$ cat config.mk
export PLATFORM = sky130hd
export DESIGN_NAME = rca_multiword_sequencer
export DESIGN_NICKNAME = d
export VERILOG_FILES = /design/src/rtl/rca_seq_pkg.sv /design/src/rtl/rca_word_slice.sv /design/src/rtl/rca_multiword_sequencer.sv
export SDC_FILE = /design/constraint.sdc
export NUM_CORES = 1
export LEC_CHECK = 0
export CAP_MARGIN = 20
export CORE_UTILIZATION = 45
export DETAILED_ROUTE_END_ITERATION = 8
export GPL_TIMING_DRIVEN = 0
export MAX_ROUTING_LAYER = met4
export PLACE_DENSITY = 0.78
export REMOVE_ABC_BUFFERS = 1
export SLEW_MARGIN = 30
export SYNTH_ARGS = -nofsm -noshare
export SYNTH_HDL_FRONTEND = slang
export SYNTH_SLANG_ARGS = --single-unit
export TNS_END_PERCENT = 1
$ cat constraint.sdc
create_clock -name CLK_i -period 2.81 [get_ports CLK_i]
set_input_delay 0.281 -clock CLK_i [delete_from_list [all_inputs] [get_ports CLK_i]]
set_output_delay 0.281 -clock CLK_i [all_outputs]
set_load 0.03 [all_outputs]
$ cat src/rtl/rca_seq_pkg.sv
// Shared types and helpers for the multi-word ripple-carry sequencer.
package rca_seq_pkg;

    typedef enum logic [1:0] {
        IDLE = 2'd0,
        RUN  = 2'd1,
        DONE = 2'd2
    } state_t;

    // Word-index width: ceil(log2(n_words)), never narrower than one bit.
    function automatic int idx_width(input int n_words);
        int w;
        if (n_words <= 1) begin
            w = 1;
        end else begin
            w = $clog2(n_words);
        end
        return w;
    endfunction

endpackage

$ cat src/rtl/rca_word_slice.sv
// One W-bit ripple-carry adder slice, purely combinational.
// c_msb is the carry into bit W-1, used for two's-complement overflow.
import rca_seq_pkg::*;

module rca_word_slice #(
    parameter int W = 8
) (
    input  logic [W-1:0] a,
    input  logic [W-1:0] b,
    input  logic         cin,
    output logic [W-1:0] s,
    output logic         cout,
    output logic         c_msb
);

    logic [W:0] full_s;

    // W-bit sum with one extra bit to capture the carry-out.
    always_comb begin
        full_s = {1'b0, a} + {1'b0, b} + {{W{1'b0}}, cin};
    end

    assign s     = full_s[W-1:0];
    assign cout  = full_s[W];
    // Sum bit = a ^ b ^ carry-in, so the carry into the MSB falls out by XOR.
    assign c_msb = full_s[W-1] ^ a[W-1] ^ b[W-1];

endmodule

$ cat src/rtl/rca_multiword_sequencer.sv
// Multi-word adder sequencer: accepts an N_WORDS*W operand pair, adds it one
// W-bit word per cycle (LS word first) through a single slice with a
// registered carry, and hands the full sum downstream over valid/ready.
// Optional feature macro: OVF_DETECT_EN (adds OVF_o, signed overflow flag).
import rca_seq_pkg::*;

module rca_multiword_sequencer #(
    parameter int W       = 8,
    parameter int N_WORDS = 4
) (
    input  logic                 CLK_i,
    input  logic                 RST_I,
    input  logic                 IN_VALID_i,
    output logic                 IN_READY_o,
    input  logic [N_WORDS*W-1:0] A_i,
    input  logic [N_WORDS*W-1:0] B_i,
    input  logic                 CIN_i,
    output logic                 OUT_VALID_o,
    input  logic                 OUT_READY_i,
    output logic [N_WORDS*W-1:0] SUM_o,
    output logic                 COUT_o,
    output logic                 BUSY_o
`ifdef OVF_DETECT_EN
    ,
    output logic                 OVF_o
`endif
);

    localparam int DW = N_WORDS * W;
    localparam int IW = idx_width(N_WORDS);

    state_t          state_r;
    logic [IW-1:0]   idx_r;
    logic            carry_r;
    logic [DW-1:0]   a_r;
    logic [DW-1:0]   b_r;
    logic [DW-1:0]   sum_r;
    logic            cout_r;
    logic            out_valid_r;
    logic            busy_r;

    logic [DW-1:0]   a_shift_s;
    logic [DW-1:0]   b_shift_s;
    logic [W-1:0]    a_word_s;
    logic [W-1:0]    b_word_s;
    logic [W-1:0]    slice_sum_s;
    logic            slice_cout_s;
    logic            slice_c_msb_s;
    logic            last_word_s;

    // Select the current operand words by shifting the captured operands down.
    always_comb begin
        a_shift_s   = a_r >> (int'(idx_r) * W);
        b_shift_s   = b_r >> (int'(idx_r) * W);
        a_word_s    = a_shift_s[W-1:0];
        b_word_s    = b_shift_s[W-1:0];
        last_word_s = (idx_r == IW'(N_WORDS - 1));
    end

    rca_word_slice #(
        .W (W)
    ) u_slice (
        .a     (a_word_s),
        .b     (b_word_s),
        .cin   (carry_r),
        .s     (slice_sum_s),
        .cout  (slice_cout_s),
        .c_msb (slice_c_msb_s)
    );

`ifdef OVF_DETECT_EN
    logic ovf_r;

    // Overflow flag latched alongside the final carry-out; cleared on reset/accept.
    always_ff @(posedge CLK_i) begin
        if (RST_I) begin
            ovf_r <= 1'b0;
        end else if ((state_r == IDLE) && IN_VALID_i) begin
            ovf_r <= 1'b0;
        end else if ((state_r == RUN) && last_word_s) begin
            ovf_r <= slice_c_msb_s ^ slice_cout_s;
        end else begin
            ovf_r <= ovf_r;
        end
    end

    assign OVF_o = ovf_r;
`else
    logic unused_c_msb_s;
    assign unused_c_msb_s = slice_c_msb_s;
`endif

    // Control FSM and datapath registers; reset overrides everything.
    always_ff @(posedge CLK_i) begin
        if (RST_I) begin
            state_r     <= IDLE;
            idx_r       <= '0;
            carry_r     <= 1'b0;
            a_r         <= '0;
            b_r         <= '0;
            sum_r       <= '0;
            cout_r      <= 1'b0;
            out_valid_r <= 1'b0;
            busy_r      <= 1'b0;
        end else begin
            case (state_r)
                IDLE: begin
                    if (IN_VALID_i) begin
                        a_r     <= A_i;
                        b_r     <= B_i;
                        carry_r <= CIN_i;
                        idx_r   <= '0;
                        sum_r   <= '0;
                        cout_r  <= 1'b0;
                        busy_r  <= 1'b1;
                        state_r <= RUN;
                    end
                end
                RUN: begin
                    for (int i = 0; i < N_WORDS; i++) begin
                        if (idx_r == IW'(i)) begin
                            sum_r[i*W +: W] <= slice_sum_s;
                        end
                    end
                    carry_r <= slice_cout_s;
                    if (last_word_s) begin
                        cout_r      <= slice_cout_s;
                        out_valid_r <= 1'b1;
                        state_r     <= DONE;
                    end else begin
                        idx_r <= idx_r + IW'(1);
                    end
                end
                DONE: begin
                    if (OUT_READY_i) begin
                        out_valid_r <= 1'b0;
                        busy_r      <= 1'b0;
                        idx_r       <= '0;
                        state_r     <= IDLE;
                    end
                end
                default: begin
                    state_r     <= IDLE;
                    idx_r       <= '0;
                    carry_r     <= 1'b0;
                    out_valid_r <= 1'b0;
                    busy_r      <= 1'b0;
                end
            endcase
        end
    end

    assign IN_READY_o  = (state_r == IDLE) && !RST_I;
    assign OUT_VALID_o = out_valid_r;
    assign SUM_o       = sum_r;
    assign COUT_o      = cout_r;
    assign BUSY_o      = busy_r;

endmodule
==> run_results.csv <==
group,metric,value,unit
critical_path,critPathKind,"reg -> reg",
global_route,grt_start_max_net_pins,65,
critical_path,cp_slowest_cell,"mux4_2",
drt,drtPass1Iterations,6,
critical_path,r2r_start,"idx_r[0]",
power,netSwitchingFraction,0.264,
layout,design_area,0.00601,mm^2
drt,drtIter0Drc,161,
placed_design,dp_hpwl,7540,um
critical_path,endpoint_kind,"flop",
power,p_per_area,519,mW/mm^2
placed_design,routabilityCongestion,0.789,
power,pwr-share-clk,0.321,
logic_synthesis,ys_warn_count,0,
power,comb_power_share,0.170,
floorplanning,placementRows,36,
critical_path,cp_cell_sequence,"mux4_2, fa_1, inv_1, fa_1, nand2b_1, a21oi_1, a211oi_2, buf_4, xnor2_2, a32o_1",
placed_design,placed_cell_area,0.00573,mm^2
critical_path,cp.required,3.07,ns
global_route,grt_pass1_wl,17800,um
clocking,clk_pin_slew,0.10,ns
logic_synthesis,netlist_area,0.00464,mm^2
logic_synthesis,synth_seq_cells,104,
power,peakVddDrop,309,uV
logic_synthesis,synthDistinctLibCells,44,
critical_path,r2r_end,"SUM_o[22]",
clocking,ctsHoldBuffers,0,
timing,setup_tns,0,ns
timing,finalCritPeriodShare,0.957,
drt,wl,10700,um
critical_path,crit_path_max_fanout,4,
clocking,root_buffer,"clkbuf_8",
timing,post-route-min-period,2.69,ns
critical_path,cp.arrival,2.95,ns
clocking,htree_levels,3,
critical_path,ff2ff_setup_slack,0.12,ns
clocking,cts.sinks,104,
drt,ant_nets,0,
floorplanning,core,0.00991,mm^2
timing,max_slew_margin,0.513,
layout,syn2layout_area_growth,29.3,%
critical_path,max_stage_delay,0.52,ns
floorplanning,ios,105,
clocking,insertion_delay,0.36,ns
drt,route.vias.total,4048,
hold_path,holdPathEnd,"SUM_o[25]",
critical_path,startpoint_type,"flop",
run_status,status,"completed",
clocking,cts_buffer_depth,2,
layout,drive_gt1_frac,0.0989,
floorplanning,dieHeight,104,um
logic_synthesis,seq_area_frac_synth,0.448,
layout,num-nets-final,714,
global_route,antenna_found_initial,0,
power,p_int,0.00229,W
drt,drc,0,
logic_synthesis,synthCells,547,
placed_design,io_buffers,104,
drt,wl_per_cell,13.9,um
hold_path,min_delay_path_depth,2,
critical_path,rr_worst_depth,10,
power,seq_power_share,0.509,
drt,viasPerCell,5.26,
global_route,grt_overflow,0,
hold_path,hp-class,"in -> reg",
global_route,track_usage,0.211,
clocking,cts_buffers,9,
layout,antenna_cells,0,
power,p_leak,2.18,nW
logic_synthesis,avgSynthCellArea,8.49,um^2
timing,tightestPinTransition,0.729,ns
critical_path,crit_path_frequent_cell,"fa_1",
floorplanning,start_util,0.469,
timing,setup_violations,0,
timing,final_max_slew_viol_count,0,
timing,max_freq,372,MHz
global_route,grt_pass1_vias,3824,
timing,hold_violations,0,
clocking,cts_tree,"yes",
floorplanning,die_w,104,um
power,p_total,0.00312,W
hold_path,hold_start,"RST_I",
floorplanning,die_area,0.0107,mm^2
job,drv_cap,0,
power,p_sw,0.000822,W
layout,fillers,890,
timing,clock_skew,0.0124,ns
==> metrics by stage <==
step	cells	worst slack [ns]	utilization	hold WS, ns
2_1_floorplan	509	-0.307	-	0.350
3_3_place_gp	746	-1.98	0.570	0.440
3_5_place_dp	749	-0.453	0.579	0.446
4_1_cts	769	0.0214	0.604	0.356
5_1_grt	770	-0.00151	0.606	0.395
6_report	770	0.122	0.606	0.361
==> routing by layer <==
| metal | wire length (um) | part of all wire | vias to the layer above | GRT usage |
|---|---|---|---|---|
| met2 | 5040 | 0.47 | 128 | 0.333 |
| li1 | - | - | 2040 | - |
| met3 | 578 | 0.054 | 14 | 0.0334 |
| met4 | 184 | 0.017 | 0 | 0.0807 |
| met1 | 4920 | 0.46 | 1866 | 0.272 |
| met5 | 0 | 0 | - | - |
==> worst max path at each step <==
stage	end	slack [ns]	start	cells after the start
final	SUM_o[22]	0.12	idx_r[0]	10
after global routing	SUM_o[14]	-0.002	idx_r[0]	10
after CTS	SUM_o[14]	0.02	idx_r[0]	9
after detailed placement	SUM_o[14]	-0.45	idx_r[0]	9
after global placement	SUM_o[5]	-1.98	RST_I	6
after floorplan	SUM_o[14]	-0.31	idx_r[0]	9
==> sequential cells by signal (all words and copies together) (netlist names), 2 cells and up <==
name,flops
SUM_o,32
a_r,32
b_r,32
state_r,2
idx_r,2
==> worst max-delay path, delay by kind of cell, from the launching register on <==
family	cells	cell delay [ns]
adders and majority gates	2	0.69
DFF	1	0.39
xor gates and xnor gates	1	0.10
and+or+nand+nor	1	0.17
muxes	1	0.52
AOI/OAI and AO/OA	3	0.47
buffers and inverters	2	0.25
==> power by group through the flow <==
stage | Clock [W] | Combinational [W] | Sequential [W]
3_3_place_gp | 0 | 0.000483 | 0.00163
3_5_place_dp | 0 | 0.000507 | 0.00163
5_1_grt | 0.00106 | 0.000581 | 0.00160
4_1_cts | 0.00101 | 0.000525 | 0.00159
6_report | 0.00100 | 0.000528 | 0.00159
2_1_floorplan | 0 | 0.000247 | 0.00165
==> cell usage after synthesis (all sizes together) <==
library cell  number  share of area
a21oi             94           0.11
nor2b              1         0.0013
o311ai             2         0.0038
o21a               3         0.0051
inv                9         0.0073
a31oi              5         0.0067
a21o               7          0.011
a211oi             3         0.0070
xor2               1         0.0019
and4b              1         0.0022
mux2i              1         0.0022
nor3b              2         0.0043
nor2              21          0.019
buf               27          0.034
ha                11          0.030
nand2            173           0.14
a31o               2         0.0038
a2111oi            1         0.0019
nand3             17          0.018
o21ai              8         0.0086
and3               2         0.0038
clkbuf            11         0.0089
fa                 2         0.0086
a32o               5          0.011
or2                1         0.0013
nand3b             1         0.0016
dfxtp            104           0.45
xnor2              1         0.0019
nand4              4         0.0054
mux4              16          0.078
nand2b             6         0.0081
o211ai             1         0.0027
nor3               3         0.0054
nand4b             1         0.0019
==> cell families after synthesis <==
kind of cell / count (synthesis) / synth area share
DFF: 104 / 0.448
AOI/OAI and AO/OA: 131 / 0.167
xor gates and xnor gates: 2 / 0.00377
and+or+nand+nor: 233 / 0.213
buffers and inverters: 47 / 0.0504
adders and majority gates: 13 / 0.0383
muxes: 17 / 0.0797
==> what timing repair did <==
item / 4_1_cts / 5_1_grt
setup buffers: 4 / 1
endpoints found under the hold margin: 0 / 0
pin swaps: 0 / 1
resized for setup: 2 / 4
endpoints found under the setup margin: 30 / 9
==> area by class of cell <==
type	count	area [um^2]	area share
Clock buffer	11	131	0.0219
Clock inverter	5	81.3	0.0135
Inverter	9	33.8	0.00562
Multi-Input combinational cell	396	2350	0.392
Sequential cell	104	2090	0.348
Tap cell	133	166	0.0277
Timing Repair Buffer	112	1150	0.192
==> placed cells by master, fill, tap and decap left out, types with 2 or more instances in the layout <==
master,n
inv_1,9
a21oi_2,6
nand2_1,172
a32o_1,5
a21oi_1,88
nor2_2,2
fa_1,2
a211oi_2,2
dfxtp_4,2
mux4_2,16
ha_1,10
o21ai_1,7
o311ai_1,2
a31o_1,2
nand2b_1,6
nand3_1,17
buf_4,6
dfxtp_1,102
nor3_2,2
o21a_1,2
nor2_1,18
clkdlybuf4s50_1,103
buf_16,2
bufinv_16,2
a31oi_1,5
clkbuf_8,9
clkbuf_1,2
nand4_1,4
a21o_1,7
(Power assumes the default switching activity.)
